**config.mk**
```make
export PLATFORM = sky130hd
export DESIGN_NAME = sp_ctrl
export DESIGN_NICKNAME = d
export VERILOG_FILES = /design/src/rtl/sp_ctrl.sv
export SDC_FILE = /design/constraint.sdc
export NUM_CORES = 1
export LEC_CHECK = 0
export CELL_PAD_IN_SITES_DETAIL_PLACEMENT = 1
export CELL_PAD_IN_SITES_GLOBAL_PLACEMENT = 1
export CORE_ASPECT_RATIO = 0.8
export CORE_MARGIN = 4
export CORE_UTILIZATION = 47
export CTS_CLUSTER_DIAMETER = 50
export DETAILED_ROUTE_END_ITERATION = 10
export HOLD_SLACK_MARGIN = 0.12
export PLACE_DENSITY = 0.85
export SKIP_LAST_GASP = 1
export SYNTH_ARGS = -nofsm -noshare
export SYNTH_HDL_FRONTEND = slang
export SYNTH_SLANG_ARGS = --single-unit
```
**constraint.sdc**
```tcl
create_clock -name clk -period 2.65 [get_ports clk]
set_input_delay 0.53 -clock clk [delete_from_list [all_inputs] [get_ports clk]]
set_output_delay 0.53 -clock clk [all_outputs]
set_load 0.02 [all_outputs]
```
**src/rtl/sp_ctrl.sv**
```systemverilog
// sp_ctrl: four-state sequencer that decodes one instruction at a time, drives an
// external combinational ALU from registered operands and writes the result back.
module sp_ctrl #(
  parameter int NREG = 4
) (
  input  logic        clk,
  input  logic        rst_n,
  input  logic [15:0] instr,
  input  logic        instr_valid,
  output logic        instr_ready,
  output logic [7:0]  alu_op,
  output logic [7:0]  alu_a,
  output logic [7:0]  alu_b,
  input  logic [7:0]  alu_res,
  output logic        done,
  output logic        err,
  output logic        zero,
  input  logic [1:0]  dbg_sel,
  output logic [7:0]  dbg_data
);

  typedef enum logic [1:0] {IDLE, DECODE, EXEC, WB} state_t;

  // Only the fields the datapath uses are latched; rb lives in imm[1:0].
  typedef struct packed {
    logic [2:0] opc;
    logic [1:0] rd;
    logic [1:0] ra;
    logic [7:0] imm;
  } ins_t;

  state_t     state;
  ins_t       ins;
  logic [7:0] res;
  logic [7:0] rf [NREG];

  logic [1:0] rb;
  logic       rsvd;

  assign rb       = ins.imm[1:0];
  assign rsvd     = (ins.opc[2:1] == 2'b11);
  assign dbg_data = rf[dbg_sel];

  always_ff @(posedge clk or negedge rst_n) begin
    if (!rst_n) begin
      state       <= IDLE;
      ins         <= '0;
      instr_ready <= 1'b1;
      alu_op      <= '0;
      alu_a       <= '0;
      alu_b       <= '0;
      res         <= '0;
      done        <= 1'b0;
      err         <= 1'b0;
      zero        <= 1'b0;
      for (int i = 0; i < NREG; i++) rf[i] <= '0;
    end else begin
      done <= 1'b0;
      err  <= 1'b0;
      case (state)
        IDLE: if (instr_valid) begin
          ins         <= '{opc: instr[15:13], rd: instr[12:11], ra: instr[10:9], imm: instr[7:0]};
          instr_ready <= 1'b0;
          state       <= DECODE;
        end
        DECODE: begin
          // Operands are sampled here, before any writeback of this instruction.
          alu_op <= {5'b0, ins.opc};
          case (ins.opc)
            3'b000:  begin alu_a <= rf[ins.ra]; alu_b <= '0;     end
            3'b001:  begin alu_a <= ins.imm;    alu_b <= '0;     end
            default: begin alu_a <= rf[ins.ra]; alu_b <= rf[rb]; end
          endcase
          state <= EXEC;
        end
        EXEC: begin
          res   <= alu_res;
          state <= WB;
        end
        WB: begin
          done <= 1'b1;
          if (rsvd) err <= 1'b1;
          else begin
            rf[ins.rd] <= res;
            zero       <= (res == 8'h00);
          end
          instr_ready <= 1'b1;
          state       <= IDLE;
        end
        default: state <= IDLE;
      endcase
    end
  end

endmodule

```
* Word-level counts from Yosys, hierarchy flattened *
Cells that the tools add are included.

storage, ports and cells
  register bits = 80
  input port bits = 29
  output and inout bits = 36
  logic and storage cells = 63

cells by class
  magnitude comparators = 5
  equal/unequal tests = 6
  multiplexer cells = 21
  bitwise gates (word level) = 5
  reduce and logical (&&, ||, !) cells = 9

operators with widths
  operator                                            number
  2-to-1 mux 8 bit                                    9
  binary-select mux 8 bit (select 2 bit)              3
  bitwise mux 32 bit                                  1
  demux 8 bit (select 2 bit)                          1
  >= comparator 3 bit, second input constant          4
  NOT 2 -> 3 bit                                      4
  zero test 8 bit                                     1
  one-hot mux 2 bit (4 select lines)                  1
  == test 2 bit, second input constant                3
  AND reduction 2 bit                                 3
  2-to-1 mux 1 bit                                    4
  == test 3 x 1 -> 1 bit, second input constant       1
  zero test 3 bit                                     1
  < comparator 3 x 1 -> 1 bit, second input constant  1
  == test 2 x 1 -> 1 bit, second input constant       1
  zero test 2 bit                                     1
  2-to-1 mux 2 bit                                    1
  != test 2 bit, second input constant                1
  one-hot mux 1 bit (2 select lines)                  1
  nonzero test 2 bit                                  1
  OR reduction 2 bit                                  1
  logical AND 1 bit                                   1
  NOT 1 bit                                           1

* Logic depth before layout (Yosys ltp) *
  word-level depth = 6
  mapped depth = 5
  gate-level depth less buffers = 5

* Least setup slack after synthesis *
No wires, ideal clock.

  kind = input-to-output
  start point = input port dbg_sel[0]
  end point = output port dbg_data[0]
  data arrival time = 1358 ps
  data required time = 2120 ps
  setup slack = 762 ps
  cell stages on the path = 2
  buffers on the path = 1
  path through = buf_2 > mux4_2

between the ends
  longest elaborated chain between the ends = 4

RTL lines
  what                                                 line  text
  start: declaration                                   18    input logic [1:0] dbg_sel,
  NOT 2 -> 3 bit (implied by the code)                 42    assign dbg_data = rf[dbg_sel];
  binary-select mux 8 bit (select 2 bit)               42
  2-to-1 mux 8 bit (implied by the code) (2 in a row)  42
  end: declaration                                     19    output logic [7:0] dbg_data

No other way between the ends. The select of a mux whose other input is x is not followed.

* Worst setup path after layout *
  start point = input port dbg_sel[0]
  end point = output port dbg_data[6]

Same word-level chain as after synthesis.

==> results.py <==
metrics = {
    "setup_path": {
        "reg2reg_slack_ps": 610,
        "slowest_stage": "sky130_fd_sc_hd__mux4_2",
        "cpPeakStageDelay_ps": 520,
        "crit_required_ps": 2120,
        "path_max_fanout": 8,
        "critical_path.startpoint": "dbg_sel[0]",
        "start_kind": "input pin",
        "setup.worst_path.end_class": "output port",
        "crit_buf_inv": 3,
        "critical_path.reg2reg.startpoint": "state[0]",
        "cp.arrival_ps": 2060,
        "list_of_cells_traversed_by_the_critical_path": "clkdlybuf4s50_1, buf_12, mux4_2, dlygate4sd2_1",
        "worst_path_dominant_cell_family": "buffers and inverters",
        "worst-setup-path-type": "in -> out",
    },
    "grt": {
        "total_global_routing_track_utilization_pct": 22.1,
        "first_global_vias": 2690,
        "wire_length_of_the_first_global_routing_pass_mm": 15.4,
        "gr-total-overflow": 0,
        "antenna_violations_before_repair": 0,
        "grt_start_max_net_pins": 44,
    },
    "clock_network": {
        "clock_tree.buffer_depth": 2,
        "clkSinkCount": 80,
        "clock_tree_from_tritoncts": "built",
        "clk_pin_slew_ps": 80,
        "insertion_delay_ps": 350,
        "cts_setup_buffers": 0,
        "cts_hold_repair.buffers": 0,
        "cts.htree.levels": 3,
        "clock_tree.root_cell": "sky130_fd_sc_hd__clkbuf_8",
        "cts_buffers": 9,
        "cts_repair_resize_count": 8,
    },
    "timing": {
        "final_hold_violations": 0,
        "skew_ps": 11.6,
        "finalMaxSlewViolations": 0,
        "worst_pin_slew_ps": 833,
        "rsz_0062_raised_after_global_routing": "false",
        "setup_viol": 0,
        "min_period_ps": 2590,
        "hold_slack_ps": 174,
        "timing.fmax_mhz": 386,
        "max_slew_margin_pct": 44.1,
        "period_share_pct": 97.7,
    },
    "run": {
        "maxCapViolCount": 0,
    },
    "synth": {
        "sequential_share_of_the_synthesized_area_pct": 53.4,
        "yosys_register_bits": 80,
        "synth-adder-area-share_pct": 1.34,
        "synth_area_sq_um": 3750,
        "yosys.cell_count.top_type": "sky130_fd_sc_hd__dfrtp_1",
        "synth.top_cells.by_count": "sky130_fd_sc_hd__dfrtp_1 (79), sky130_fd_sc_hd__mux2_2 (58), sky130_fd_sc_hd__mux4_2 (24), sky130_fd_sc_hd__inv_1 (20)",
        "synth.lib_cells_used.distinct": 28,
        "synthesis.instances": 250,
        "netlist.top_cell.by_area": "sky130_fd_sc_hd__dfrtp_1",
        "synth-xor-area-share_pct": 0,
        "post_synth.cell_area_avg_sq_um": 15.0,
        "yosys.area_share.simple_pct": 3.67,
        "yosys_warnings": 0,
        "leading_post_synthesis_cells_by_cell_area": "sky130_fd_sc_hd__dfrtp_1 (53%), sky130_fd_sc_hd__mux2_2 (17%), sky130_fd_sc_hd__mux4_2 (14%)",
        "synth-compound-area-share_pct": 5.04,
        "postSynth.asyncResetShare_pct": 100,
        "synth-edff-count": 0,
        "muxShareOfSynthArea_pct": 32.1,
        "main_combinational_cell_family_by_area_after_synthesis": "multiplexers",
        "synth_top_area_share_pct": 52.7,
        "dominantRegCellSynth": "sky130_fd_sc_hd__dfrtp_1",
    },
    "route": {
        "drt_pre_antenna_iters": 4,
        "drt_iter0_drc": 107,
        "drt-vias-per-instance": 5.78,
        "route.detailed.drc": 0,
        "via_count": 2452,
        "routed_wl_mm": 9.53,
        "route.antenna.remaining_nets": 0,
        "routedWlPerCell_um": 22.5,
    },
    "placement": {
        "finalWeightedCongestion": 0.775,
        "place.detailed.instances": 408,
        "hpwlAfterDp_mm": 6.84,
        "io_buffers": 58,
    },
    "floorplan": {
        "number_of_ports_placed_on_the_die_boundary": 65,
        "fp.dieH_um": 87.9,
        "starting_density_of_the_core_pct": 49.5,
        "die_width_um": 108,
        "rows": 28,
        "fp.dieArea_sq_um": 9480,
        "fp.coreArea_sq_um": 7570,
    },
    "final_layout": {
        "layout-drive-gt1-share_pct": 33.5,
        "nNetsFinal": 347,
        "layout.filler_cells": 740,
        "area_growth_pct": 23.7,
        "register_area_sq_um": 2000,
        "multi_input_comb_area_sq_um": 1600,
        "postLayoutCoreUtil_pct": 61.3,
        "antenna_cells_inserted": 0,
        "post_layout_instance_count_excluding_filler_cells": 424,
    },
    "power": {
        "worst_ir_drop_vdd_mv": 0.596,
        "pwr_density_cell_nw_per_um2": 1290,
        "power.total_mw": 5.98,
        "total_leakage_power_nw": 1.99,
    },
    "status": {
        "status": "finished clean",
    },
    "min_path": {
        "min-delay-path-class": "in -> async",
    },
}
[state kept, by name (all words and copies together), names as in the netlist]
signal       cells
alu_b            8
instr_ready      1
done             1
res              8
state            2
ins             15
err              1
alu_a            8
zero             1
rf              32
alu_op           3
[area by class of cell]
cell class	count	area share, %
multi-input cells	138	34.5
flip-flops and latches	80	43.2
clock inverters	5	1.08
well taps	105	2.83
inverters	20	1.62
repair buffers	65	13.9
clock buffers	11	2.83
[placed cells by master, fill, tap and decap left out, drive strengths merged]
master         instances
nor3b                  1
o22ai                  8
a221o                  8
dfstp                  1
clkbuf                11
nand3                  2
a21oi                  2
nor2b                  8
nand3b                 2
ha                     4
bufinv                 1
and3                   2
dfrtp                 79
nand2                  1
inv                   20
a21boi                 2
clkinv                 4
clkdlybuf4s50         49
mux2i                  1
nor4                   2
buf                    8
mux4                  24
dlygate4sd2            8
o21ai                  3
mux2                  58
nor2                   4
o31ai                  1
conb                   5
[worst reg2reg max path: stages (launching register included)]
cell                       delay [ps]
sky130_fd_sc_hd__dfrtp_1          420
sky130_fd_sc_hd__ha_1             260
sky130_fd_sc_hd__a21boi_4         310
sky130_fd_sc_hd__nor3b_4          540
sky130_fd_sc_hd__mux2_2           410
[power by group]
group	total, mW	switching [mW]	internal, mW
combinational	2.59	1.09	1.50
sequential	2.53	0.724	1.81
clock	0.855	0.425	0.430
total	5.98	2.24	3.73
[kinds of logic after synthesis]
family | count (synthesis)
mux | 83
flops | 80
buf+inv | 36
compound gates | 24
simple gates | 22
fa+ha+maj | 4
other cells | 1
[final timing paths]
| check | cells after the start | to |
|---|---|---|
| max reg2reg | 4 | rf[28] |
| max in group asynchronous | 2 | rf[7] |
| min | 1 | ins[3] |
| max | 4 | dbg_data[6] |
| min reg2reg | 1 | alu_op[0] |
| min in group clk | 1 | alu_op[0] |
[per-stage QoR]
stage | cell area, sq um | setup TNS, ps | setup slack [ps]
global route | 4640 | 0 | 23.5
global placement | 4460 | -1090 | -154
floorplan | 3760 | 0 | 762
detailed placement | 4460 | -1120 | -163
finish | 4640 | 0 | 61.9
CTS | 4640 | 0 | 50.4
[layer usage]
layer / vias up / routed length, um / part of all wire (%) / track usage (%)
met1: 1314 / 4020 / 42 / 28.6
met3: 9 / 524 / 5.5 / 4.50
met2: 81 / 4880 / 51 / 38.4
met5: - / 0 / 0 / 0
li1: 1048 / - / - / -
met4: 0 / 104 / 1.1 / 6.31
(Power assumes the default switching activity.)
==> RTL edit, RTL diff (same flow settings) <==
Register the output `dbg_data`, cleared by the reset; this adds one clock of latency there. The other outputs are not delayed to match.
--- a/src/rtl/sp_ctrl.sv
+++ b/src/rtl/sp_ctrl.sv
@@ -39,7 +39,13 @@
 
   assign rb       = ins.imm[1:0];
   assign rsvd     = (ins.opc[2:1] == 2'b11);
-  assign dbg_data = rf[dbg_sel];
+  always_ff @(posedge clk or negedge rst_n) begin
+    if (!rst_n) begin
+      dbg_data <= '0;
+    end else begin
+      dbg_data <= rf[dbg_sel];
+    end
+  end
 
   always_ff @(posedge clk or negedge rst_n) begin
     if (!rst_n) begin
Function: changed (a bounded check fails within 10 cycles, from zero or initial values and one cycle with rst_n low).
==> RTL edit against the original RTL <==
Synthesized area up 5.3%; non-clock buffer count unchanged; total power increased by 2.5%; register-to-register slack improved by 0.05 ns; cell area grew 4.2%; worst setup slack better by 0.56 ns; sequential power is 7% higher; cell count rose by 2.4%; maximum frequency grew 28%; sequential cell count is 8 higher; utilization shrank 1.3 points; wire length is 3.3% lower; largest cell class unchanged; highest routed layer unchanged.
==> RTL edit: results (changes against the original RTL) <==
| Metric | Value |
|---|---|
| Worst EP arrival | 1.50 ns (-0.56 ns) |
| Maximum VDD drop | 0.434 mV (-27%) |
| Crit path max fanout | 3 (-5) |
| R2r setup slk | 0.66 ns (+0.05 ns) |
| CP startpoint | instr_ready |
| Yosys cell types | 28 (unchanged) |
| Routability Congestion | 0.766 (-1.2%) |
| Final #Nets | 355 (+2.3%) |
| Share of cells above drive strength 1 | 32.5% (-1.0 points) |
| Crit path largest cell delay | 0.61 ns (+0.09 ns) |
| Pleak | 2.06 nW (+3.4%) |
| TritonCTS Buffers | 9 (unchanged) |
| Biggest regs | rf: 32 flops, ins: 15 flops |
| All-Layer GR Usage | 19.8% (-2.4 points) |
| Placed wire-length estimate | 6.71 mm (-1.8%) |
| Multiplexer share of the synthesized area | 30.5% (-1.6 points) |
| Worst-Margin Slew | 0.884 ns (+0.0511 ns) |
| HP Class | flip-flop to flip-flop |
| Register area share after synthesis | 55.8% (+2.4 points) |
| Post-synthesis adder-cell area fraction | 1.27% (-0.068 points) |
| Compound-Gate Fraction of Synth Area | 4.78% (-0.26 points) |
| Detailed Route WL | 9.21 mm (-3.3%) |
| Post-CTS Resized | 0 (-8) |
| Number of global-route vias before repair | 2,740 (+1.9%) |
| Outcome | completed |
| Global-route wire length before repair | 15.3 mm (-0.62%) |
| Number of fill cells in the layout | 789 (+6.6%) |
| Internal power | 3.91 mW (+4.6%) |
| Clk Latency, worst-skew pair | 0.34 ns |
| Clk_skew | 0.00433 ns (-0.00723 ns) |
| Commonest cells in the netlist | dfrtp_1, mux2_2, mux4_2 |
| Pin count of the biggest net entering global routing | 35 (-20%) |
| CP max-delay cell | clkdlybuf4s50_1 |
| Xor-xnor portion of the synthesized cell area | 0% (unchanged) |
| Synth area leaders | dfrtp_1, mux2_2, mux4_2 |
| DRT iter0 DRCs | 99 (-7.5%) |
| Vias per inst | 5.57 (-3.7%) |
RTL edit: cell count changes in the layout (fill, tap and decap cells not counted), sizes merged:
cell           before  now
dfrtp              79   87
dlygate4sd2         8    0
dlygate4sd3         0    1
clkinvlp            0    1
clkdlybuf4s50      49   57
clkbuf             11   12
clkinv              4    2
buf                 8    7
bufinv              1    0
RTL edit: worst register-to-register path, delay by kind of cell (launching register included):
kind,cells,cell delay [ns]
adders and majority gates,1,0.26
AOI/OAI and AO/OA,1,0.30
muxes,1,0.41
DFF,1,0.40
and+or+nand+nor,1,0.51
RTL edit: worst paths after layout:
check / end / cells after the start
max: instr_ready / 1
min: alu_op[0] / 1
max reg2reg: rf[28] / 4
min reg2reg: alu_op[0] / 1
max in group asynchronous: instr_ready / 3
min in group asynchronous: alu_b[3] / 2
RTL edit: per-layer routing:
layer	routed length [um]	vias up	share of wire, %	global-route usage [%]
li1	-	1072	-	-
met1	4030	1287	44	25.2
met2	4710	54	51	33.2
met3	404	4	4.4	6.11
met4	62	0	0.67	4.92
met5	0	-	0	0
RTL edit: kinds of logic after synthesis:
family | after synthesis
buffers and inverters | 36
AND/OR/NAND/NOR | 22
adder cells (fa/ha/maj) | 4
other | 1
multiplexers | 83
flip-flops | 88
AO/OA/AOI/OAI | 24
RTL edit: what timing repair did:
| item | CTS | global route |
|---|---|---|
| endpoints found under the hold margin | 10 | 0 |
| buffers inserted | 0 | 0 |
| hold buffers | 1 | 0 |
RTL edit: area by class of cell:
type,count,share of cell area [%]
Sequential cell,88,45.6
Multi-Input combinational cell,138,33.1
Timing Repair Buffer,65,13.4
Clock buffer,12,3.21
Tap cell,108,2.80
Inverter,20,1.55
Clock inverter,3,0.363
RTL edit: stage by stage:
stage | hold slack, ns | utilization [%] | instance area, um^2 | instances | worst slack [ns]
6_report | 0.514 | 60.0 | 4830 | 434 | 0.620
5_1_grt | 0.527 | 60.0 | 4830 | 434 | 0.493
4_1_cts | 0.514 | 60.0 | 4830 | 434 | 0.587
3_5_place_dp | 0.498 | 57.7 | 4650 | 418 | 0.555
3_3_place_gp | 0.480 | 57.7 | 4650 | 418 | 0.648
2_1_floorplan | 0.234 | - | 3960 | 262 | 0.998
RTL edit: power by group through the flow:
stage | logic [mW] | registers, mW | clock network [mW]
after floorplan | 1.67 | 2.62 | 0
after global placement | 2.49 | 2.65 | 0
after detailed placement | 2.63 | 2.72 | 0
after CTS | 2.64 | 2.69 | 0.854
after global routing | 2.81 | 2.81 | 0.917
final | 2.60 | 2.70 | 0.827
